**src/rtl/protocore_pkg.sv**
```systemverilog
// protocore_pkg: shared definitions for the program-image loader.
//   SYNC_BYTE_DEF : default frame start marker
//   LEN_W         : width of the frame word-count field
//   ld_state_e    : loader FSM state encoding
package protocore_pkg;

    localparam logic [7:0] SYNC_BYTE_DEF = 8'hA5;
    localparam int         LEN_W         = 16;

    typedef enum logic [2:0] {
        ST_IDLE,
        ST_LEN_HI,
        ST_LEN_LO,
        ST_DATA,
        ST_CHECK,
        ST_DONE,
        ST_ERROR
    } ld_state_e;

endpackage

```
**src/rtl/uart_loader.sv**
```systemverilog
// uart_loader: parses a framed program image from the UART receive stage
// while the core is halted and writes it word by word into instruction memory.
// Frame: SYNC, LEN_HI, LEN_LO, N*WORD_BYTES data bytes (little-endian), CHK.
// Ports:
//   clk, rst_n                : clock, async active-low reset
//   HALT_flag                 : loader runs only while high
//   packet_ready, uart_packet : byte offered by the receive stage
//   packet_ack                : one-cycle pulse consuming the byte
//   mem_we/mem_addr/mem_wdata : instruction memory write port
//   load_busy                 : frame in progress
//   load_done / load_error    : sticky completion status
module uart_loader
    import protocore_pkg::*;
#(
    parameter int         DATA_WIDTH = 16,
    parameter int         ADDR_WIDTH = 8,
    parameter logic [7:0] SYNC_BYTE  = SYNC_BYTE_DEF
) (
    input  logic                  clk,
    input  logic                  rst_n,
    input  logic                  HALT_flag,
    input  logic                  packet_ready,
    input  logic [7:0]            uart_packet,
    output logic                  packet_ack,
    output logic                  mem_we,
    output logic [ADDR_WIDTH-1:0] mem_addr,
    output logic [DATA_WIDTH-1:0] mem_wdata,
    output logic                  load_busy,
    output logic                  load_done,
    output logic                  load_error
);

    localparam int WORD_BYTES = DATA_WIDTH / 8;
    localparam int BIDX_W     = (WORD_BYTES > 1) ? $clog2(WORD_BYTES) : 1;
    localparam longint unsigned MAX_WORDS = 64'd1 << ADDR_WIDTH;

    ld_state_e state, state_nxt;

    logic                  consume;
    logic                  accept;
    logic [7:0]            len_hi_q;
    logic [LEN_W-1:0]      len_n;
    logic [LEN_W-1:0]      words_left;
    logic [ADDR_WIDTH-1:0] word_addr;
    logic [BIDX_W-1:0]     byte_idx;
    logic [DATA_WIDTH-1:0] word_asm;
    logic [DATA_WIDTH-1:0] asm_next;
    logic [7:0]            chk_acc;
    logic                  byte_last;
    logic                  word_last;
    logic                  oversize;

    assign len_n     = {len_hi_q, uart_packet};
    assign byte_last = (byte_idx == BIDX_W'(WORD_BYTES - 1));
    assign word_last = (words_left == LEN_W'(1));
    assign oversize  = (64'(len_n) > MAX_WORDS);

    // State register
    always_ff @(posedge clk or negedge rst_n) begin
        if (!rst_n) state <= ST_IDLE;
        else        state <= state_nxt;
    end

    // Next state and byte-consume decision
    always_comb begin
        state_nxt = state;
        asm_next  = word_asm;
        asm_next[byte_idx*8 +: 8] = uart_packet;

        // DONE/ERROR are single-cycle; bytes wait for IDLE
        accept  = (state != ST_DONE) && (state != ST_ERROR);
        // gating on !packet_ack keeps the byte under ack from counting twice
        consume = HALT_flag && packet_ready && !packet_ack && accept;

        case (state)
            ST_IDLE:   if (consume && uart_packet == SYNC_BYTE) state_nxt = ST_LEN_HI;
            ST_LEN_HI: if (consume) state_nxt = ST_LEN_LO;
            ST_LEN_LO: if (consume) begin
                if (oversize)             state_nxt = ST_ERROR;
                else if (len_n == '0)     state_nxt = ST_CHECK;
                else                      state_nxt = ST_DATA;
            end
            ST_DATA:   if (consume && byte_last && word_last) state_nxt = ST_CHECK;
            ST_CHECK:  if (consume) state_nxt = (uart_packet == chk_acc) ? ST_DONE : ST_ERROR;
            ST_DONE:   state_nxt = ST_IDLE;
            ST_ERROR:  state_nxt = ST_IDLE;
            default:   state_nxt = ST_IDLE;
        endcase

        // dropping HALT abandons the frame; partial words are lost
        if (!HALT_flag) state_nxt = ST_IDLE;
    end

    // Datapath and registered outputs
    always_ff @(posedge clk or negedge rst_n) begin
        if (!rst_n) begin
            packet_ack <= 1'b0;
            mem_we     <= 1'b0;
            mem_addr   <= '0;
            mem_wdata  <= '0;
            load_busy  <= 1'b0;
            load_done  <= 1'b0;
            load_error <= 1'b0;
            len_hi_q   <= '0;
            words_left <= '0;
            word_addr  <= '0;
            byte_idx   <= '0;
            word_asm   <= '0;
            chk_acc    <= '0;
        end else if (!HALT_flag) begin
            // same as reset, but status flags survive for the control unit
            packet_ack <= 1'b0;
            mem_we     <= 1'b0;
            mem_addr   <= '0;
            mem_wdata  <= '0;
            load_busy  <= 1'b0;
            len_hi_q   <= '0;
            words_left <= '0;
            word_addr  <= '0;
            byte_idx   <= '0;
            word_asm   <= '0;
            chk_acc    <= '0;
        end else begin
            packet_ack <= consume;
            mem_we     <= 1'b0;

            if (consume) begin
                case (state)
                    ST_IDLE: if (uart_packet == SYNC_BYTE) begin
                        chk_acc    <= '0;
                        load_done  <= 1'b0;
                        load_error <= 1'b0;
                        load_busy  <= 1'b1;
                    end
                    ST_LEN_HI: begin
                        len_hi_q <= uart_packet;
                        chk_acc  <= chk_acc ^ uart_packet;
                    end
                    ST_LEN_LO: begin
                        chk_acc    <= chk_acc ^ uart_packet;
                        words_left <= len_n;
                        word_addr  <= '0;
                        byte_idx   <= '0;
                        word_asm   <= '0;
                    end
                    ST_DATA: begin
                        chk_acc <= chk_acc ^ uart_packet;
                        if (byte_last) begin
                            // write lands one cycle after the word's last byte
                            mem_we     <= 1'b1;
                            mem_addr   <= word_addr;
                            mem_wdata  <= asm_next;
                            word_addr  <= word_addr + 1'b1;  // wraps unused on a full image
                            words_left <= words_left - 1'b1;
                            byte_idx   <= '0;
                            word_asm   <= '0;
                        end else begin
                            byte_idx <= byte_idx + BIDX_W'(1);
                            word_asm <= asm_next;
                        end
                    end
                    default: ;
                endcase
            end

            if (state_nxt == ST_DONE) begin
                load_done <= 1'b1;
                load_busy <= 1'b0;
            end
            if (state_nxt == ST_ERROR) begin
                load_error <= 1'b1;
                load_busy  <= 1'b0;
            end
        end
    end

endmodule

```
**config.mk**
```make
export PLATFORM = sky130hd
export DESIGN_NAME = uart_loader
export DESIGN_NICKNAME = d
export VERILOG_FILES = /design/src/rtl/protocore_pkg.sv /design/src/rtl/uart_loader.sv
export SDC_FILE = /design/constraint.sdc
export NUM_CORES = 1
export LEC_CHECK = 0
export ABC_CLOCK_PERIOD_IN_PS = 5800
export BUFFER_PORTS_ARGS = -buffer_cell sky130_fd_sc_hd__buf_2
export CORE_ASPECT_RATIO = 0.75
export CORE_MARGIN = 3
export CORE_UTILIZATION = 63
export DETAILED_ROUTE_END_ITERATION = 7
export PLACE_DENSITY = 0.95
export SYNTH_ARGS = -nofsm -noshare
export SYNTH_HDL_FRONTEND = slang
export SYNTH_SLANG_ARGS = --single-unit
```
**constraint.sdc**
```tcl
create_clock -name clk -period 5.8 [get_ports clk]
set_input_delay 0.87 -clock clk [delete_from_list [all_inputs] [get_ports clk]]
set_output_delay 0.87 -clock clk [all_outputs]
set_load 0.01 [all_outputs]
```
==> results.json <==
{
  "grt_pass1_vias": 3435,
  "nFillCells": 405,
  "p_sw_share_pct": 26.6,
  "async_flop_share_pct": 100,
  "worstSkewPairLatency_ns": 0.37,
  "cts_tree": "built",
  "synth-compound-area-share_pct": 19.8,
  "drc": 0,
  "grt_max_degree": 82,
  "drt-initial-drc-count": 463,
  "synth_top_family_by_area": "simple AND/OR/NAND/NOR gates",
  "peakVddDrop_v": 0.000176,
  "die_w_um": 99.1,
  "clk_pin_slew_ns": 0.09,
  "slew_violations": 0,
  "power_mw": 1.00,
  "rsz0062_at_grt": "false",
  "setup_viol": 0,
  "clock-sinks": 81,
  "cts_resized": 0,
  "register_area_um2": 2030,
  "setup_tns_ns": 0,
  "rows": 24,
  "syn_avg_cell_area_um2": 8.73,
  "power_frac_clock_pct": 39.1,
  "p_leak_nw": 2.10,
  "critPathLaunchType": "input port",
  "worstPathMaxFanout": 55,
  "worstPathArrival_ns": 3.60,
  "synth_seq_area_share_pct": 49.5,
  "worstSetupPathType": "input port to flip-flop",
  "period_share_pct": 57.0,
  "hold_path_class": "flip-flop to flip-flop",
  "multi_input_area_um2": 1890,
  "cts_setup_buffers": 0,
  "avgViaCountPerCell": 6.43,
  "nets": 503,
  "htreeDepth": 3,
  "synth_nets": 484,
  "layout_commonest_cell": "nand2_1",
  "pwr-share-comb_pct": 4.5,
  "initial_core_util_pct": 67.8,
  "port_buffers": 40,
  "cap_violations": 0,
  "synth_area_um2": 4100,
  "chipHeight_um": 75.8,
  "hold_violations": 0,
  "grt_overflow_total": 0,
  "ys_warn_count": 0,
  "antenna_found_initial": 0,
  "synth_mux_area_share_pct": 0,
  "fin_crit_ns": 3.31,
  "area_growth_pct": 8.89,
  "io_pins": 41,
  "yosysUniqueCellTypes": 50,
  "grt_pass1_wl_um": 16800,
  "wl_per_cell_um": 17.8,
  "internal_power_mw": 0.737,
  "synth-adder-area-share_pct": 0.917,
  "cts_hold_buf": 0,
  "final_cell_mix": "nand2_1 (87), o21ai_0 (84), dfrtp_1 (81), buf_2 (39), nor2_1 (34)",
  "outcome": "completed",
  "relSlewSlack_pct": 31.0,
  "max_freq_mhz": 302,
  "dp_hpwl_um": 6790,
  "ant_nets": 0,
  "synth-seq-cells": 81,
  "antenna_cells": 0,
  "drive_gt1_share_pct": 14.6,
  "yosys.area_share.simple_pct": 23.2,
  "core_area_um2": 6040,
  "synth_enable_flop_cells": 0,
  "endpoint_kind": "flip-flop",
  "power.density_nw_per_um2": 225,
  "switchingPower_mw": 0.266,
  "synth-xor-area-share_pct": 2.14,
  "seq_power_share_pct": 56.3,
  "worst_slew_pin_slew_ns": 1.03,
  "skew_ns": 0.0113,
  "clockBufferDepth": 2,
  "cp_data_required_time_ns": 6.09,
  "synth_ff_type": "dfrtp_1",
  "place_congestion": 0.962,
  "syn_inst": 469,
  "die_area_um2": 7510,
  "wl_um": 10200,
  "grt_usage_pct": 28.8,
  "drt_first_pass_iters": 5,
  "numCtsBuffers": 9,
  "cts_root_buffer": "clkbuf_8",
  "vias": 3672
}
cells in the mapped netlist, types with 2 or more instances:
cell type / instances / area, µm²
a31oi_1: 7 / 43.8
inv_1: 7 / 26.3
a21boi_0: 5 / 37.5
nor2b_1: 3 / 18.8
nor4b_1: 2 / 17.5
nand3_1: 6 / 30.0
or4_1: 3 / 22.5
o21ai_0: 84 / 420
nand3b_1: 3 / 22.5
nand2_1: 87 / 327
nor3_1: 11 / 55.1
xor2_1: 9 / 78.8
clkbuf_1: 27 / 101
nand4_1: 10 / 62.6
dfrtp_1: 81 / 2030
a21oi_1: 23 / 115
or3_1: 4 / 25.0
nor2_1: 34 / 128
a22o_1: 9 / 78.8
ha_1: 3 / 37.5
nand2b_1: 4 / 25.0
and3_1: 2 / 12.5
and4_1: 2 / 17.5
nor4_1: 10 / 62.6
buf_2: 8 / 40.0
registers in the layout, indices dropped and copies added, names as in the netlist:
name / cells
word_asm: 8
words_left: 16
mem_wdata: 16
len_hi_q: 8
word_addr: 8
mem_addr: 8
state: 3
load_done: 1
byte_idx: 1
load_busy: 1
chk_acc: 8
mem_we: 1
load_error: 1
packet_ack: 1
layer usage:
metal	up-vias	share of wire [%]	track usage, %
met5	-	0	0
met4	0	3.2	13.2
met3	44	10	7.50
met2	213	45	44.6
met1	1731	41	38.9
li1	1684	-	-
through the flow:
stage                     instance area (µm²)  setup slack [ns]  hold slack [ns]  util, %  cells
final                                    4460              2.49            0.484     73.9    571
after global routing                     4460              2.18            0.513     73.9    571
after CTS                                4450              2.53            0.482     73.8    570
after detailed placement                 4270              2.15            0.476     70.7    554
after global placement                   4270              2.42            0.462     70.7    554
after floorplan                          4100              3.35            0.450        -    469
power groups by stage:
stage               registers, mW  clock network [mW]  logic [mW]
global route                0.565               0.423      0.0490
detailed placement          0.576                   0      0.0447
floorplan                   0.577                   0      0.0231
CTS                         0.565               0.396      0.0451
global placement            0.576                   0      0.0439
finish                      0.565               0.392      0.0456
final cells by class:
| class | count | area share, % |
|---|---|---|
| multi-input combinational | 344 | 42.3 |
| tap | 78 | 2.19 |
| clock buffer | 9 | 2.78 |
| timing repair buffer | 45 | 5.33 |
| inverter | 7 | 0.589 |
| sequential | 81 | 45.5 |
| clock inverter | 7 | 1.37 |
worst paths after layout:
| kind | start | endpoint | slack [ns] | depth (start not counted) |
|---|---|---|---|---|
| max reg2reg | state[1]$_DFF_PN0_ | words_left[15]$_DFFE_PN0P_ | 2.84 | 7 |
| max in group asynchronous | rst_n | words_left[8]$_DFFE_PN0P_ | 4.51 | 1 |
| max | HALT_flag | word_addr[4]$_DFFE_PN0P_ | 2.49 | 8 |
| min | word_asm[1]$_DFFE_PN0P_ | mem_wdata[1]$_DFFE_PN0P_ | 0.48 | 2 |
| min in group asynchronous | rst_n | mem_wdata[3]$_DFFE_PN0P_ | 0.64 | 1 |
| min reg2reg | word_asm[1]$_DFFE_PN0P_ | mem_wdata[1]$_DFFE_PN0P_ | 0.48 | 2 |
critical path, cell delays in order:
cell and delay [ns]:
buf_2 0.53, nand4b_1 0.51, nor2_1 0.40, nand2_1 0.33, inv_1 0.16, buf_4 0.41
nand4_1 0.18, o21ai_0 0.19
kinds of logic after synthesis:
group / after synthesis
AO/OA/AOI/OAI: 140
flip-flops: 81
AND/OR/NAND/NOR: 191
XOR/XNOR: 10
buffers and inverters: 44
adder cells (fa/ha/maj): 3
(Power assumes the default switching activity.)
